## config.mk

```make
export PLATFORM = sky130hd
export DESIGN_NAME = maverickone_wb_arbiter
export DESIGN_NICKNAME = d
export VERILOG_FILES = /design/src/rtl/maverickone_wb_arbiter.sv
export SDC_FILE = /design/constraint.sdc
export NUM_CORES = 1
export LEC_CHECK = 0
export BUFFER_PORTS_ARGS = -buffer_cell sky130_fd_sc_hd__buf_2
export CAP_MARGIN = 5
export CORE_AREA = 2 2 114 116
export CTS_CLUSTER_SIZE = 14
export DETAILED_ROUTE_END_ITERATION = 8
export DIE_AREA = 0 0 116 118
export MAX_ROUTING_LAYER = met4
export PLACE_DENSITY = 0.74
export SETUP_SLACK_MARGIN = 0.15
export SLEW_MARGIN = 20
export SYNTH_ARGS = -nofsm -noshare
export SYNTH_HDL_FRONTEND = slang
export SYNTH_SLANG_ARGS = --single-unit
```

## constraint.sdc

```tcl
create_clock -name clk_i -period 3.8 [get_ports clk_i]
set_input_delay 0.76 -clock clk_i [delete_from_list [all_inputs] [get_ports clk_i]]
set_output_delay 0.76 -clock clk_i [all_outputs]
set_load 0.02 [all_outputs]
```

## src/rtl/maverickone_wb_arbiter.sv

```systemverilog
// Writeback arbiter: shares the register file's single write/unlock port among
// NUM_REQ result buses. Round-robin grant, valid/ready handshake, one registered
// output stage. Writes to x0 are accepted but never enabled.
// Optional: define MAVERICKONE_WB_ARB_PERF_EN to add saturating grant/conflict counters.
module maverickone_wb_arbiter #(
    parameter int unsigned NUM_REQ = 3,
    parameter int unsigned DW      = 64,
    parameter int unsigned AW      = 6,
    localparam int unsigned IW     = (NUM_REQ > 1) ? $clog2(NUM_REQ) : 1
) (
    input  logic                         clk_i,
    input  logic                         rst_i,
    input  logic [NUM_REQ-1:0]           req_valid_i,
    output logic [NUM_REQ-1:0]           req_ready_o,
    input  logic [NUM_REQ-1:0][AW-1:0]   req_addr_i,
    input  logic [NUM_REQ-1:0][DW-1:0]   req_data_i,
    input  logic                         hold_i,
    output logic                         wr_unlock_en_o,
    output logic [AW-1:0]                wr_unlock_addr_o,
    output logic [DW-1:0]                wr_unlock_data_o,
    output logic [IW-1:0]                grant_id_o,
`ifdef MAVERICKONE_WB_ARB_PERF_EN
    output logic [NUM_REQ-1:0][31:0]     perf_grants_o,
    output logic [31:0]                  perf_conflicts_o,
`endif
    output logic                         busy_o
);

    logic [IW-1:0] ptr_q, ptr_d;
    logic          en_q, en_d;
    logic [AW-1:0] addr_q, addr_d;
    logic [DW-1:0] data_q, data_d;
    logic [IW-1:0] gid_q, gid_d;

    logic [IW-1:0] win_idx;
    logic          win_vld;
    logic          xfer;

    // Round-robin search: first valid requester starting at ptr_q, wrapping.
    always_comb begin
        logic [IW-1:0] cand;
        win_idx = '0;
        win_vld = 1'b0;
        cand    = '0;
        for (int unsigned i = 0; i < NUM_REQ; i++) begin
            cand = IW'((32'(ptr_q) + i) % NUM_REQ);
            if (!win_vld && req_valid_i[cand]) begin
                win_vld = 1'b1;
                win_idx = cand;
            end
        end
    end

    // One-hot ready at the winner; suppressed by hold and reset.
    always_comb begin
        req_ready_o = '0;
        if (win_vld && !hold_i && !rst_i) begin
            req_ready_o[win_idx] = 1'b1;
        end
    end

    assign xfer   = win_vld && !hold_i && !rst_i;
    assign busy_o = |(req_valid_i & ~req_ready_o);

    // Next state of pointer and output stage; x0 writes complete with enable low.
    always_comb begin
        ptr_d  = ptr_q;
        en_d   = 1'b0;
        addr_d = addr_q;
        data_d = data_q;
        gid_d  = gid_q;
        if (xfer) begin
            ptr_d  = (win_idx == IW'(NUM_REQ - 1)) ? '0 : win_idx + 1'b1;
            en_d   = (req_addr_i[win_idx] != '0);
            addr_d = req_addr_i[win_idx];
            data_d = req_data_i[win_idx];
            gid_d  = win_idx;
        end
    end

    // State registers with synchronous reset.
    always_ff @(posedge clk_i) begin
        if (rst_i) begin
            ptr_q  <= '0;
            en_q   <= 1'b0;
            addr_q <= '0;
            data_q <= '0;
            gid_q  <= '0;
        end else begin
            ptr_q  <= ptr_d;
            en_q   <= en_d;
            addr_q <= addr_d;
            data_q <= data_d;
            gid_q  <= gid_d;
        end
    end

    assign wr_unlock_en_o   = en_q;
    assign wr_unlock_addr_o = addr_q;
    assign wr_unlock_data_o = data_q;
    assign grant_id_o       = gid_q;

`ifdef MAVERICKONE_WB_ARB_PERF_EN
    logic [NUM_REQ-1:0][31:0] perf_grants_q;
    logic [31:0]              perf_conflicts_q;

    // Saturating per-requester grant counters and contention counter.
    always_ff @(posedge clk_i) begin
        if (rst_i) begin
            perf_grants_q    <= '0;
            perf_conflicts_q <= '0;
        end else begin
            for (int unsigned k = 0; k < NUM_REQ; k++) begin
                if (req_valid_i[k] && req_ready_o[k] && (perf_grants_q[k] != '1)) begin
                    perf_grants_q[k] <= perf_grants_q[k] + 32'd1;
                end
            end
            if (xfer && ($countones(req_valid_i) >= 2) && (perf_conflicts_q != '1)) begin
                perf_conflicts_q <= perf_conflicts_q + 32'd1;
            end
        end
    end

    assign perf_grants_o    = perf_grants_q;
    assign perf_conflicts_o = perf_conflicts_q;
`endif

    // Requesters must not withdraw a pending request (reset excepted).
    for (genvar k = 0; k < NUM_REQ; k++) begin : g_valid_chk
        assert property (@(posedge clk_i)
            (!rst_i && req_valid_i[k] && !req_ready_o[k]) |=> (rst_i || req_valid_i[k]));
    end

endmodule

```

After elaboration in Yosys (flattened, before gate mapping)
Index checks and enable logic that the tools add are counted.
{"block": "op_classes", "addsub": 3, "n_div": 3, "order_cmp": 5, "eq_ne": 1, "mux": 20, "n_bitwise": 3, "n_reduce_logical": 12}
{"cell": "$bmux 64 s2", "count": 1}
{"cell": "$mod 32x2->32 const B", "count": 2}
{"cell": "$mux 64", "count": 1}
{"cell": "$mod 2x2->32 const B", "count": 1}
{"cell": "$bmux 6 s2", "count": 1}
{"cell": "$lt 2x3->1 const B", "count": 4}
{"cell": "$mux 2", "count": 4}
{"cell": "$mux 1", "count": 7}
{"cell": "$bmux 1 s2", "count": 3}
{"cell": "$mux 6", "count": 1}
{"cell": "$reduce_bool 6->1", "count": 1}
{"cell": "$logic_and 1x1->1", "count": 5}
{"cell": "$logic_not 1->1", "count": 4}
{"cell": "$add 2x1->3 const B", "count": 1}
{"cell": "$add 2x2->3 const B", "count": 1}
{"cell": "$and 3x3->3", "count": 1}
{"cell": "$mux 3", "count": 1}
{"cell": "$not 3->3", "count": 1}
{"cell": "$reduce_or 3->1", "count": 1}
{"cell": "$add 2x1->2 const B", "count": 1}
{"cell": "$demux 1 s2", "count": 1}
{"cell": "$eq 2x2->1 const B", "count": 1}
{"cell": "$ge 2x1->1 const B", "count": 1}
{"cell": "$reduce_or 2->1", "count": 1}
{"cell": "$not 1->1", "count": 1}
{"block": "totals", "register_bits": 75, "input_bits": 216, "out_inout_bits": 77, "word_cells": 52}

Logic depth before layout (Yosys ltp)
{"block": "depth", "depth_word": 18, "mapped_depth": 12, "ltp_nobuf": 9}

Worst setup path after synthesis
No wires, ideal clock.
{"block": "synth_timing", "path_type": "input-to-output", "start": "input req_valid_i[1]", "end": "output busy_o", "t_arrival_ps": 2651, "required_time_ps": 3040, "slack_ps": 389, "stages": 9, "n_path_buf": 2, "cell_sequence": "buf_2 > inv_1 > o221a_2 > nor4b_4 > or2_1 > buf_4 > nor3b_2 > a22oi_1 > o32a_1"}
{"block": "synth_via", "elab_chain_cells": 17, "word_cells_on_any_way": 27, "classes_between": "order compare: 2; mux: 15; bitwise: 2; reduce/logical: 8"}
{"item": "start, declared", "line_no": "13", "source": "input logic [NUM_REQ-1:0] req_valid_i,"}
{"item": "$bmux 1 s2", "line_no": "47", "source": "if (!win_vld && req_valid_i[cand]) begin"}
{"item": "$mux 1 (implied by the code)", "line_no": "47"}
{"item": "$mux 1", "line_no": "47"}
{"item": "$logic_not 1->1", "line_no": "47"}
{"item": "$logic_and 1x1->1", "line_no": "47"}
{"item": "$mux 1", "line_no": "47"}
{"item": "$logic_not 1->1", "line_no": "47"}
{"item": "$logic_and 1x1->1", "line_no": "47"}
{"item": "[2 not listed]"}
{"item": "$logic_and 1x1->1 (implied by the code)", "line_no": "58", "source": "req_ready_o[win_idx] = 1'b1;"}
{"item": "$mux 1 (implied by the code)", "line_no": "58"}
{"item": "$demux 1 s2", "line_no": "58"}
{"item": "$mux 3 (*)", "line_no": "57", "source": "if (win_vld && !hold_i && !rst_i) begin"}
{"item": "net req_ready_o[2]", "line_no": "14", "source": "output logic [NUM_REQ-1:0] req_ready_o,"}
{"item": "$not 3->3 (*)", "line_no": "63", "source": "assign busy_o = |(req_valid_i & ~req_ready_o);"}
{"item": "$and 3x3->3 (*)", "line_no": "63"}
{"item": "$reduce_or 3->1 (*)", "line_no": "63"}
{"item": "end, declared", "line_no": "26", "source": "output logic busy_o"}
The timed path passes the listed nets; every way through them passes the cells marked *. The select of a mux whose other input is x is not followed.

Worst setup path after layout
{"block": "layout_timing", "start": "register ptr_q[0]", "end": "output busy_o"}
{"block": "layout_via", "elab_chain_cells": 18, "word_cells_on_any_way": 32, "classes_between": "add/sub: 2; div: 3; order compare: 2; mux: 15; bitwise: 2; reduce/logical: 8"}
{"item": "start, declared", "line_no": "29", "source": "logic [IW-1:0] ptr_q, ptr_d;"}
{"item": "start signal, assigned", "line_no": "90", "source": "ptr_q <= ptr_d;"}
{"item": "branches (longest 14 deep; another with $mod 32x2->32)"}
{"item": "$mux 3 (*)", "line_no": "57"}
{"item": "$not 3->3 (*)", "line_no": "63"}
{"item": "$and 3x3->3 (*)", "line_no": "63"}
{"item": "$reduce_or 3->1 (*)", "line_no": "63"}
Mark *: on every way between the ends. The select of a mux whose other input is x is not followed.

==> metrics.cfg <==
[run_status]
status = complete, no violations

[cells_and_area]
final_cell_mix = buf_2 (292), nor2_1 (80), dfxtp_1 (75), nor3_1 (70), a21oi_1 (68)
area_growth_pct = 49.4
diodes = 0
final-seq-area_mm2 = 0.00150
final_core_util = 0.466
multiInputGateArea_mm2 = 0.00216
mostFrequentLayoutCell = buf_2
drive_gt1_frac = 0.449
fillers = 1282
layout.nets = 957

[sta]
relSlewSlack = 0.654
finalSetupViolCount = 0
worstMarginPinSlew_ps = 518
finalHoldViolCount = 0
fin_skew_ps = 7.76
timing.final.crit_share = 0.930
slew_viol_final = 0
holdWs_ps = 486
rsz0062_at_grt = false
max_freq_mhz = 283
fin_setup_tns_ps = 0
period_needed_ps = 3530

[routing]
drt_iter0_markers = 177
dr_total_vias = 4687
routed_wl_mm = 14.3
dr.pass1.iters = 4
drc = 0
wl_per_cell_um = 15.7
vias_per_cell = 5.13
drtAntennaViolNets = 0

[grt]
grt_pass1_vias = 4268
grt_max_degree = 44
grt_use_total = 0.200
grt_first_pass_wirelength_mm = 20.8
gr-total-overflow = 0
antenna_found_initial = 0

[clock_network]
clock-root-buffer = clkbuf_16
clkTransAtPathRegs_ps = 50
cts_tree = built
h-tree-depth = 3
cts_inserted_buffers = 9
cts.sinks = 75
clockBufferDepth = 2
clock_latency_ps = 330

[floorplan]
num_rows = 41
dieHeight_um = 118
die-area_mm2 = 0.0137
io_pins = 293
die_x_um = 116
fp.coreArea_mm2 = 0.0124
start_util = 0.312

[worst_setup_path]
critPathBufInv = 2
crit_required_ps = 3040
cp_slowest_cell = ha_2
start_kind = flip-flop
critical_path.max_fanout = 9
worstPathArrival_ps = 2770
crit_chain = inv_1 -> ha_2 -> mux2i_1 -> o221ai_1 -> nor4b_4 -> or2_2 -> nor3b_2 -> a22oi_1 -> o32a_1 -> buf_2
path_delay_family = simple AND/OR/NAND/NOR gates
path_class = flip-flop to output port
critPathMaxStageDelay_ps = 440
end_kind = output port

[synthesis]
synth-seq-cells = 75
synthTopCellsByArea = dfxtp_1 (39%), a221o_1 (17%), nor3_1 (9.1%)
ys_warn_count = 0
syn_avg_cell_area_um2 = 8.23
synth.distinct_cells = 46
synth_top_area_share = 0.388
synth_area_leader_cell = dfxtp_1
ys_seq_area_frac = 0.388
synth_cells = 470
netlist_area_mm2 = 0.00387
synth_nets = 690

[pwr]
power_switching_uw = 1880
vdd_ir_drop_max_v = 0.000512
leakage_uw = 0.00283
power_frac_seq = 0.258
p_comb_frac = 0.534
powerDensity_mw_per_mm2 = 749
intPower_uw = 2450
total_power_uw = 4330
p_clk_frac = 0.208
swShare = 0.435

[place]
place.gp.congestion = 0.920
dp_hpwl_mm = 10.9
port-buffer-count = 292

[min_path]
hold_class = flip-flop to flip-flop

[job]
maxCapViolations = 0

[state kept, by name, summed over array words and instances, names as in the netlist]
signal            cells
grant_id_o            2
ptr_q                 2
wr_unlock_addr_o      6
wr_unlock_data_o     64
wr_unlock_en_o        1
[repair_timing]
action / CTS / global route
gates resized for setup: 0 / 1
endpoints found under the setup margin: 0 / 2
buffers inserted: 0 / 1
hold buffers: 0 / 0
[worst min-delay path, cell delays in order, from the launching register on]
cell,delay [ps]
dfxtp_1,300
nor2_1,90
nor3_1,40
[kinds of logic (layout without fill, tap and decap cells)]
group,Yosys count,after routing,synth area share
compound gates,160,160,0.317
buf+inv,53,324,0.0592
simple gates,174,174,0.213
mux,4,4,0.0107
flops,75,75,0.388
fa+ha+maj,4,4,0.0129
[metal layers]
metal  GRT usage  part of all wire
met2       0.358              0.50
met4      0.0588             0.014
met1       0.223              0.41
met5           -                 0
met3      0.0360             0.080
[metrics by stage]
step	area, um^2	worst slack (ps)	std cells
floorplan	3870	389	470
global placement	5460	593	897
detailed placement	5460	498	897
CTS	5770	179	912
global route	5780	150	913
finish	5780	266	913
[worst paths after layout]
check | to | cells after the start | slack, ps | from
worst max-delay path | busy_o | 10 | 270 | ptr_q[0]$_SDFFE_PP0P_
worst min-delay path | wr_unlock_data_o[27]$_SDFFE_PP0P_ | 2 | 490 | wr_unlock_data_o[27]$_SDFFE_PP0P_
worst max register to register | wr_unlock_data_o[34]$_SDFFE_PP0P_ | 11 | 610 | ptr_q[0]$_SDFFE_PP0P_
worst min register to register | wr_unlock_data_o[27]$_SDFFE_PP0P_ | 2 | 490 | wr_unlock_data_o[27]$_SDFFE_PP0P_
[cells in the mapped netlist, drive strengths merged]
cell,n
a2bb2oi,1
a21oi,68
a41oi,1
nor2,81
or2,2
o31ai,1
o221ai,1
nor3,70
a311oi,1
and3,1
o21ai,2
dfxtp,75
o221a,1
a221o,65
nand2,7
nand3b,3
mux2i,3
buf,17
a22oi,1
mux2,1
a21boi,1
nor4b,1
clkbuf,32
nand2b,2
o211ai,1
ha,4
and2,1
o32a,1
a22o,4
o22ai,1
nand3,1
a221oi,1
nor4,1
a211oi,7
inv,4
nor2b,2
o211a,1
nor3b,2
o21bai,1
[power groups by stage]
stage               Combinational, uW  Sequential [uW]  Clock (uW)
floorplan                        1360             1390           0
global placement                 2300             1120           0
detailed placement               2320             1130           0
CTS                              2330             1120         927
global route                     2510             1150         972
finish                           2310             1120         901
[layout make-up]
cell class | count | share of cell area
Tap cell | 172 | 0.0372
Inverter | 4 | 0.00260
Clock buffer | 10 | 0.0413
Timing Repair Buffer | 305 | 0.272
Multi-Input combinational cell | 342 | 0.374
Clock inverter | 5 | 0.0134
Sequential cell | 75 | 0.260
(Power assumes the default switching activity.)
